`src/rtl/ravenoc_route_pkg.sv`:
```
// Shared types and helpers for the per-VC input router: flit types, port
// indices, routing algorithm selector and the index-to-one-hot mapping.
package ravenoc_route_pkg;

  typedef enum logic [1:0] {
    HEAD      = 2'b00,
    BODY      = 2'b01,
    TAIL      = 2'b10,
    HEAD_TAIL = 2'b11
  } flit_type_e;

  typedef enum logic {
    XY = 1'b0,
    YX = 1'b1
  } routing_alg_e;

  typedef enum logic {
    IDLE   = 1'b0,
    LOCKED = 1'b1
  } vc_state_e;

  localparam logic [2:0] NORTH = 3'd0;
  localparam logic [2:0] SOUTH = 3'd1;
  localparam logic [2:0] WEST  = 3'd2;
  localparam logic [2:0] EAST  = 3'd3;
  localparam logic [2:0] LOCAL = 3'd4;

  function automatic logic [4:0] idx_to_onehot(input logic [2:0] idx);
    logic [4:0] oh;
    oh = '0;
    case (idx)
      NORTH:   oh = 5'b00001;
      SOUTH:   oh = 5'b00010;
      WEST:    oh = 5'b00100;
      EAST:    oh = 5'b01000;
      LOCAL:   oh = 5'b10000;
      default: oh = '0;
    endcase
    return oh;
  endfunction

endpackage

```
`src/rtl/input_router_vc_if.sv`:
```
// Flit-in / route-out handshake bundle of the per-VC input router.
interface input_router_vc_if #(
  parameter int FLIT_W = 34,
  parameter int N_VC   = 4,
  parameter int VC_W   = 2
);
  logic              flit_valid_i;
  logic              flit_ready_o;
  logic [FLIT_W-1:0] flit_i;
  logic [VC_W-1:0]   vc_id_i;
  logic              route_valid_o;
  logic              route_ready_i;
  logic [4:0]        route_port_o;
  logic [VC_W-1:0]   route_vc_o;
  logic [FLIT_W-1:0] flit_o;
  logic              err_o;
  logic [N_VC-1:0]   vc_locked_o;

  modport slave (
    input  flit_valid_i, flit_i, vc_id_i, route_ready_i,
    output flit_ready_o, route_valid_o, route_port_o, route_vc_o, flit_o, err_o, vc_locked_o
  );

  modport master (
    output flit_valid_i, flit_i, vc_id_i, route_ready_i,
    input  flit_ready_o, route_valid_o, route_port_o, route_vc_o, flit_o, err_o, vc_locked_o
  );
endinterface

```
`src/rtl/route_calc.sv`:
```
// Combinational dimension-order route: destination vs. local coordinates to a
// 3-bit output port index, X-first (XY) or Y-first (YX).
module route_calc
  import ravenoc_route_pkg::*;
#(
  parameter int X_W         = 2,
  parameter int Y_W         = 2,
  parameter int ROUTING_ALG = 0
) (
  input  logic [X_W-1:0] i_dx,
  input  logic [Y_W-1:0] i_dy,
  input  logic [X_W-1:0] i_rx,
  input  logic [Y_W-1:0] i_ry,
  output logic [2:0]     o_port_idx
);

  logic       w_x_eq;
  logic       w_y_eq;
  logic [2:0] w_x_idx;
  logic [2:0] w_y_idx;

  assign w_x_eq  = (i_dx == i_rx);
  assign w_y_eq  = (i_dy == i_ry);
  assign w_x_idx = (i_dx > i_rx) ? EAST : WEST;
  assign w_y_idx = (i_dy > i_ry) ? NORTH : SOUTH;

  generate
    if (ROUTING_ALG == int'(YX)) begin : g_yx
      assign o_port_idx = !w_y_eq ? w_y_idx : (!w_x_eq ? w_x_idx : LOCAL);
    end else begin : g_xy
      assign o_port_idx = !w_x_eq ? w_x_idx : (!w_y_eq ? w_y_idx : LOCAL);
    end
  endgenerate

endmodule

```
`src/rtl/input_router_vc.sv`:
```
// Per-VC input router: locks a dimension-order route on a head flit, reuses it
// for body/tail flits, flags protocol errors, single registered output stage.
module input_router_vc
  import ravenoc_route_pkg::*;
#(
  parameter int FLIT_W      = 34,
  parameter int X_W         = 2,
  parameter int Y_W         = 2,
  parameter int N_VC        = 4,
  parameter int VC_W        = 2,
  parameter int ROUTING_ALG = 0
) (
  input logic                 clk,
  input logic                 arst,
  input logic [X_W-1:0]       router_x_i,
  input logic [Y_W-1:0]       router_y_i,
  input_router_vc_if.slave    bus
);

  localparam int N_VC_PAD = 2 ** VC_W;

  flit_type_e       w_type;
  logic [X_W-1:0]   w_dx;
  logic [Y_W-1:0]   w_dy;
  logic [2:0]       w_calc_idx;
  logic             w_ready;
  logic             w_accept;
  logic             w_vc_ok;
  logic [N_VC_PAD-1:0] w_vc_exists;

  vc_state_e        r_state     [N_VC];
  logic [2:0]       r_port_idx  [N_VC];
  vc_state_e        w_state_next[N_VC];
  logic [2:0]       w_port_next [N_VC];

  vc_state_e        w_cur_state;
  logic [2:0]       w_cur_port;
  logic             w_upd_en;
  vc_state_e        w_upd_state;
  logic [2:0]       w_upd_port;
  logic             w_emit;
  logic [2:0]       w_emit_idx;
  logic             w_err;

  logic              r_route_valid;
  logic [4:0]        r_route_port;
  logic [VC_W-1:0]   r_route_vc;
  logic [FLIT_W-1:0] r_flit;
  logic              r_err;

  assign w_type   = flit_type_e'(bus.flit_i[FLIT_W-1 -: 2]);
  assign w_dx     = bus.flit_i[FLIT_W-3 -: X_W];
  assign w_dy     = bus.flit_i[FLIT_W-3-X_W -: Y_W];
  assign w_ready  = !r_route_valid || bus.route_ready_i;
  assign w_accept = bus.flit_valid_i && w_ready;

  route_calc #(
    .X_W         (X_W),
    .Y_W         (Y_W),
    .ROUTING_ALG (ROUTING_ALG)
  ) u_route_calc (
    .i_dx       (w_dx),
    .i_dy       (w_dy),
    .i_rx       (router_x_i),
    .i_ry       (router_y_i),
    .o_port_idx (w_calc_idx)
  );

  // Encodings of vc_id_i beyond N_VC-1 are illegal and get dropped as errors.
  genvar gi;
  generate
    for (gi = 0; gi < N_VC_PAD; gi++) begin : g_vc_exists
      assign w_vc_exists[gi] = (gi < N_VC);
    end
    for (gi = 0; gi < N_VC; gi++) begin : g_locked
      assign bus.vc_locked_o[gi] = (r_state[gi] == LOCKED);
    end
  endgenerate

  assign w_vc_ok = w_vc_exists[bus.vc_id_i];

  always_comb begin
    w_cur_state = IDLE;
    w_cur_port  = '0;
    for (int i = 0; i < N_VC; i++) begin
      if (bus.vc_id_i == VC_W'(i)) begin
        w_cur_state = r_state[i];
        w_cur_port  = r_port_idx[i];
      end
    end
  end

  always_comb begin
    w_emit      = 1'b0;
    w_emit_idx  = w_calc_idx;
    w_err       = 1'b0;
    w_upd_en    = 1'b0;
    w_upd_state = w_cur_state;
    w_upd_port  = w_cur_port;
    if (w_accept) begin
      if (!w_vc_ok) begin
        w_err = 1'b1;
      end else if (w_type == HEAD || w_type == HEAD_TAIL) begin
        // A header on a locked VC is flagged but still honoured as a fresh packet.
        w_err    = (w_cur_state == LOCKED);
        w_emit   = 1'b1;
        w_upd_en = 1'b1;
        if (w_type == HEAD) begin
          w_upd_state = LOCKED;
          w_upd_port  = w_calc_idx;
        end else begin
          w_upd_state = IDLE;
        end
      end else if (w_cur_state == LOCKED) begin
        w_emit     = 1'b1;
        w_emit_idx = w_cur_port;
        if (w_type == TAIL) begin
          w_upd_en    = 1'b1;
          w_upd_state = IDLE;
        end
      end else begin
        w_err = 1'b1;
      end
    end
  end

  always_comb begin
    for (int i = 0; i < N_VC; i++) begin
      w_state_next[i] = r_state[i];
      w_port_next[i]  = r_port_idx[i];
      if (w_upd_en && bus.vc_id_i == VC_W'(i)) begin
        w_state_next[i] = w_upd_state;
        w_port_next[i]  = w_upd_port;
      end
    end
  end

  always_ff @(posedge clk or negedge arst) begin
    if (!arst) begin
      for (int i = 0; i < N_VC; i++) begin
        r_state[i]    <= IDLE;
        r_port_idx[i] <= '0;
      end
    end else begin
      r_state    <= w_state_next;
      r_port_idx <= w_port_next;
    end
  end

  always_ff @(posedge clk or negedge arst) begin
    if (!arst) begin
      r_route_valid <= 1'b0;
      r_route_port  <= '0;
      r_route_vc    <= '0;
      r_flit        <= '0;
      r_err         <= 1'b0;
    end else begin
      r_err <= w_err;
      if (w_ready) begin
        r_route_valid <= w_emit;
        if (w_emit) begin
          r_route_port <= idx_to_onehot(w_emit_idx);
          r_route_vc   <= bus.vc_id_i;
          r_flit       <= bus.flit_i;
        end
      end
    end
  end

  assign bus.flit_ready_o  = w_ready;
  assign bus.route_valid_o = r_route_valid;
  assign bus.route_port_o  = r_route_port;
  assign bus.route_vc_o    = r_route_vc;
  assign bus.flit_o        = r_flit;
  assign bus.err_o         = r_err;

endmodule

```
`src/flat_wrapper.sv`:
```
// flat-port wrapper written by rule: the top's interface ports become plain ports
module input_router_vc_flat import ravenoc_route_pkg::*;
#(
  parameter int FLIT_W      = 34,
  parameter int X_W         = 2,
  parameter int Y_W         = 2,
  parameter int N_VC        = 4,
  parameter int VC_W        = 2,
  parameter int ROUTING_ALG = 0
)
  (clk, arst, router_x_i, router_y_i, bus_flit_valid_i, bus_flit_i, bus_vc_id_i, bus_route_ready_i, bus_flit_ready_o, bus_route_valid_o, bus_route_port_o, bus_route_vc_o, bus_flit_o, bus_err_o, bus_vc_locked_o);
  input_router_vc_if #(.FLIT_W(FLIT_W), .N_VC(N_VC), .VC_W(VC_W)) bus_i ();
  input logic clk;
  input logic arst;
  input logic [X_W-1:0] router_x_i;
  input logic [Y_W-1:0] router_y_i;
  input wire logic [$bits(bus_i.flit_valid_i)-1:0] bus_flit_valid_i;
  input wire logic [$bits(bus_i.flit_i)-1:0] bus_flit_i;
  input wire logic [$bits(bus_i.vc_id_i)-1:0] bus_vc_id_i;
  input wire logic [$bits(bus_i.route_ready_i)-1:0] bus_route_ready_i;
  output wire logic [$bits(bus_i.flit_ready_o)-1:0] bus_flit_ready_o;
  output wire logic [$bits(bus_i.route_valid_o)-1:0] bus_route_valid_o;
  output wire logic [$bits(bus_i.route_port_o)-1:0] bus_route_port_o;
  output wire logic [$bits(bus_i.route_vc_o)-1:0] bus_route_vc_o;
  output wire logic [$bits(bus_i.flit_o)-1:0] bus_flit_o;
  output wire logic [$bits(bus_i.err_o)-1:0] bus_err_o;
  output wire logic [$bits(bus_i.vc_locked_o)-1:0] bus_vc_locked_o;
  assign bus_i.flit_valid_i = bus_flit_valid_i;
  assign bus_i.flit_i = bus_flit_i;
  assign bus_i.vc_id_i = bus_vc_id_i;
  assign bus_i.route_ready_i = bus_route_ready_i;
  assign bus_flit_ready_o = bus_i.flit_ready_o;
  assign bus_route_valid_o = bus_i.route_valid_o;
  assign bus_route_port_o = bus_i.route_port_o;
  assign bus_route_vc_o = bus_i.route_vc_o;
  assign bus_flit_o = bus_i.flit_o;
  assign bus_err_o = bus_i.err_o;
  assign bus_vc_locked_o = bus_i.vc_locked_o;
  input_router_vc #(.FLIT_W(FLIT_W), .X_W(X_W), .Y_W(Y_W), .N_VC(N_VC), .VC_W(VC_W), .ROUTING_ALG(ROUTING_ALG)) u_core (.clk(clk), .arst(arst), .router_x_i(router_x_i), .router_y_i(router_y_i), .bus(bus_i));
endmodule
```
`config.mk`:
```
export PLATFORM = sky130hd
export DESIGN_NAME = input_router_vc_flat
export DESIGN_NICKNAME = d
export VERILOG_FILES = /design/src/rtl/ravenoc_route_pkg.sv /design/src/rtl/input_router_vc_if.sv /design/src/rtl/route_calc.sv /design/src/rtl/input_router_vc.sv /design/src/flat_wrapper.sv
export SDC_FILE = /design/constraint.sdc
export NUM_CORES = 1
export LEC_CHECK = 0
export CAP_MARGIN = 20
export CORE_ASPECT_RATIO = 0.9
export CORE_MARGIN = 10
export CORE_UTILIZATION = 46
export DETAILED_ROUTE_END_ITERATION = 16
export PLACE_DENSITY = 0.81
export SYNTH_ARGS = -nofsm -noshare
export SYNTH_HDL_FRONTEND = slang
export SYNTH_SLANG_ARGS = --single-unit
```
`constraint.sdc`:
```
create_clock -name clk -period 2 [get_ports clk]
set_input_delay 0.3 -clock clk [delete_from_list [all_inputs] [get_ports clk]]
set_output_delay 0.3 -clock clk [all_outputs]
set_load 0.02 [all_outputs]
```
==> impl_metrics.json <==
{
  "gp_congestion": 0.8356,
  "routed_wl_microns": 7158,
  "ant_nets": 0,
  "synth.area.top_cells": "dfrtp_1 (54%), nand2_1 (15%), mux2_2 (7.4%)",
  "ys_warn_count": 0,
  "hold_viol": 0,
  "via_per_inst": 4.858,
  "overflow": 0,
  "fin_skew_ns": 0.01243,
  "synth_top_area_share_pct": 53.83,
  "timing.hold.ws_ns": 0.3604,
  "period_share_pct": 96.19,
  "setup_violations": 0,
  "instances_no_fill": 466,
  "dpl_cell_area_sq_um": 3971,
  "via_count": 2264,
  "rsz0062_at_grt": "false",
  "initial_utilization_pct": 47.90,
  "grt_pass1_wl_microns": 11940,
  "avgSynthCellArea_sq_um": 10.43,
  "synth_seq_cells": 59,
  "ios": 92,
  "die_h_microns": 93.26,
  "root_buffer": "clkbuf_8",
  "max-cap-violations": 0,
  "fp.coreArea_sq_um": 5725,
  "rrSetupSlack_ns": 0.16,
  "hold_path.class": "in2async",
  "endpoint_kind": "flop",
  "final-max-slew-violation-count": 0,
  "path_class": "in2reg",
  "syn-num-nets": 314,
  "track_usage_pct": 15.56,
  "first_pass_iters": 4,
  "clk_pin_slew_ns": 0.07,
  "rows": 26,
  "layout-drive-gt1-share_pct": 21.46,
  "fin_area_sq_um": 4228,
  "p_per_area_nw_per_um2": 957.2,
  "setup_slack_ns": 0.07610,
  "crit_fanout": 6,
  "p_leak_nw": 2.076,
  "dp_cells": 447,
  "worst_pin_slew_ns": 0.4588,
  "peakVddDrop_uv": 597.8,
  "synth.distinct_cells": 31,
  "finalNetCount": 443,
  "r2r_start": "u_core.bus.vc_locked_o[0]$_DFFE_PN0P_",
  "diodes": 0,
  "fmax_mhz": 519.8,
  "antenna_found_initial": 0,
  "worstPathCellList": "clkdlybuf4s50_1 -> buf_4 -> mux4_2 -> mux2_2 -> mux2_2",
  "slowest_stage": "clkdlybuf4s50_1",
  "multi_input_area_sq_um": 1225,
  "rr_endpoint": "u_core.r_port_idx[5]$_DFFE_PN0P_",
  "dpl_worst_slack_ns": -0.4071,
  "synth_area_sq_um": 2743,
  "cts_buffer_depth": 2,
  "synth_top_area_cell": "dfrtp_1",
  "fill_cells": 425,
  "synth-seq-area-share_pct": 53.83,
  "clock_latency_ns": 0.34,
  "portBuffers": 91,
  "start_kind": "input port",
  "seq_area_sq_um": 1476,
  "dieArea_sq_um": 9455,
  "initialDrtViolationCount": 96,
  "cts_made_buffers": 9,
  "die-width_microns": 101.4,
  "syn_inst": 263,
  "worstPathArrival_ns": 2.14,
  "cts_tree": "yes",
  "clock-sinks": 59,
  "critPathMostFrequentCell": "mux2_2",
  "drcViolationCount": 0,
  "dp_hpwl_microns": 5657,
  "fin_crit_ns": 1.924,
  "required_ns": 2.21,
  "htreeDepth": 3,
  "grt_max_degree": 33,
  "wl_per_cell_microns": 15.36,
  "ff2ff_path_depth": 5,
  "cpPeakStageDelay_ns": 0.52,
  "slew_headroom_pct": 69.09,
  "area_growth_pct": 54.15,
  "grt_pass1_vias": 2448,
  "outcome": "finished, final reports clean"
}
critical path, delay by kind of cell:
kind / cells / cell delay [ns]
muxes: 3 / 1.10
buffers and inverters: 2 / 0.73
kinds of logic (layout without fill, tap and decap cells):
family / Yosys count / after routing / share of synthesized area, %
AO/OA/AOI/OAI: 18 / 18 / 5.018
adder cells (fa/ha/maj): 7 / 7 / 3.193
buffers and inverters: 19 / 152 / 3.285
AND/OR/NAND/NOR: 130 / 130 / 21.35
flip-flops: 59 / 59 / 53.83
multiplexers: 30 / 30 / 13.32
what timing repair did:
action                                  in CTS  in global routing
pin swaps                                    0                  2
endpoints found under the setup margin      37                 20
hold buffers                                 1                  0
hold endpoints to repair                     9                  0
resized for setup                            3                 10
buffers inserted                             2                  1
through the flow:
step                      total power, mW  TNS [ns]  util (%)
after floorplan                     2.324         0         -
after global placement              3.096    -15.70     69.36
after detailed placement            3.140    -20.93     69.36
after CTS                           4.074         0     72.90
after global routing                4.287         0     73.84
final                               4.047         0     73.84
cell usage in the layout (no fill, tap or decap), types with 4 or more instances in the layout:
cell             instances
a22o_1                   4
buf_12                   4
buf_4                   32
clkbuf_8                10
clkdlybuf4s50_1         88
dfrtp_1                 59
ha_1                     6
inv_1                    8
mux2_2                  15
mux2i_1                  7
nand2_1                111
nand2b_1                 5
o21ai_0                  4
synth_stat cells:
cell type	instances
nand2_1	111
dfrtp_1	59
mux2_2	18
inv_1	8
ha_1	7
mux2i_1	7
buf_2	6
nand2b_1	5
o21ai_0	5
a22o_1	4
nor2_1	4
clkbuf_1	3
mux4_2	3
nor2b_1	3
a21oi_1	2
nor4b_4	2
o21ai_1	2
a211o_1	1
a21boi_4	1
a21o_1	1
buf_4	1
buf_6	1
mux2_1	1
mux2i_2	1
nand3_2	1
nand4b_1	1
nor3_2	1
nor4_4	1
o22ai_2	1
o311a_1	1
or2_2	1
worst max-delay path by stage:
stage,startpoint,end,slack [ns],cells after the start
final,bus_vc_id_i[0],u_core.r_port_idx[5]$_DFFE_PN0P_,0.08,5
after detailed placement,bus_vc_id_i[1],u_core.bus.flit_o[28]$_DFFE_PN0P_,-0.41,9
after CTS,bus_route_ready_i,bus_flit_ready_o,0.02,4
after global routing,bus_flit_i[33],u_core.r_port_idx[0]$_DFFE_PN0P_,0.0004,8
after floorplan,u_core.bus.vc_locked_o[3]$_DFFE_PN0P_,u_core.bus.flit_o[28]$_DFFE_PN0P_,0.06,9
after global placement,bus_vc_id_i[1],u_core.bus.flit_o[28]$_DFFE_PN0P_,-0.30,9
area by class of cell:
class                   instances  area share (%)
clock inverters                 3          0.3551
multi-input cells             185           28.97
clock buffers                  12           3.433
inverters                       8          0.7103
well taps                      70           2.072
flip-flops and latches         59           34.92
repair buffers                129           29.54
per-layer routing:
layer  wire length (microns)  global-route usage, %  vias up
li1                        -                      -     1119
met4                      87                  4.872        0
met3                     442                  5.372       13
met1                    3126                  18.31     1073
met2                    3502                  26.00       59
met5                       0                      0        -
flip-flops by register name, indices dropped and copies added, names as in the netlist:
name                      flops
u_core.bus.route_vc_o         2
u_core.bus.flit_o            34
u_core.r_port_idx            12
u_core.bus.route_port_o       5
u_core.bus.route_valid_o      1
u_core.bus.vc_locked_o        4
u_core.bus.err_o              1
where the power goes:
part / total, mW / internal [mW] / switching [mW]
Clock: 0.904 / 0.470 / 0.434
Combinational: 1.55 / 0.791 / 0.760
Sequential: 1.59 / 1.45 / 0.139
Total: 4.05 / 2.71 / 1.33
No activity file was read; power rests on OpenSTA's default activity.
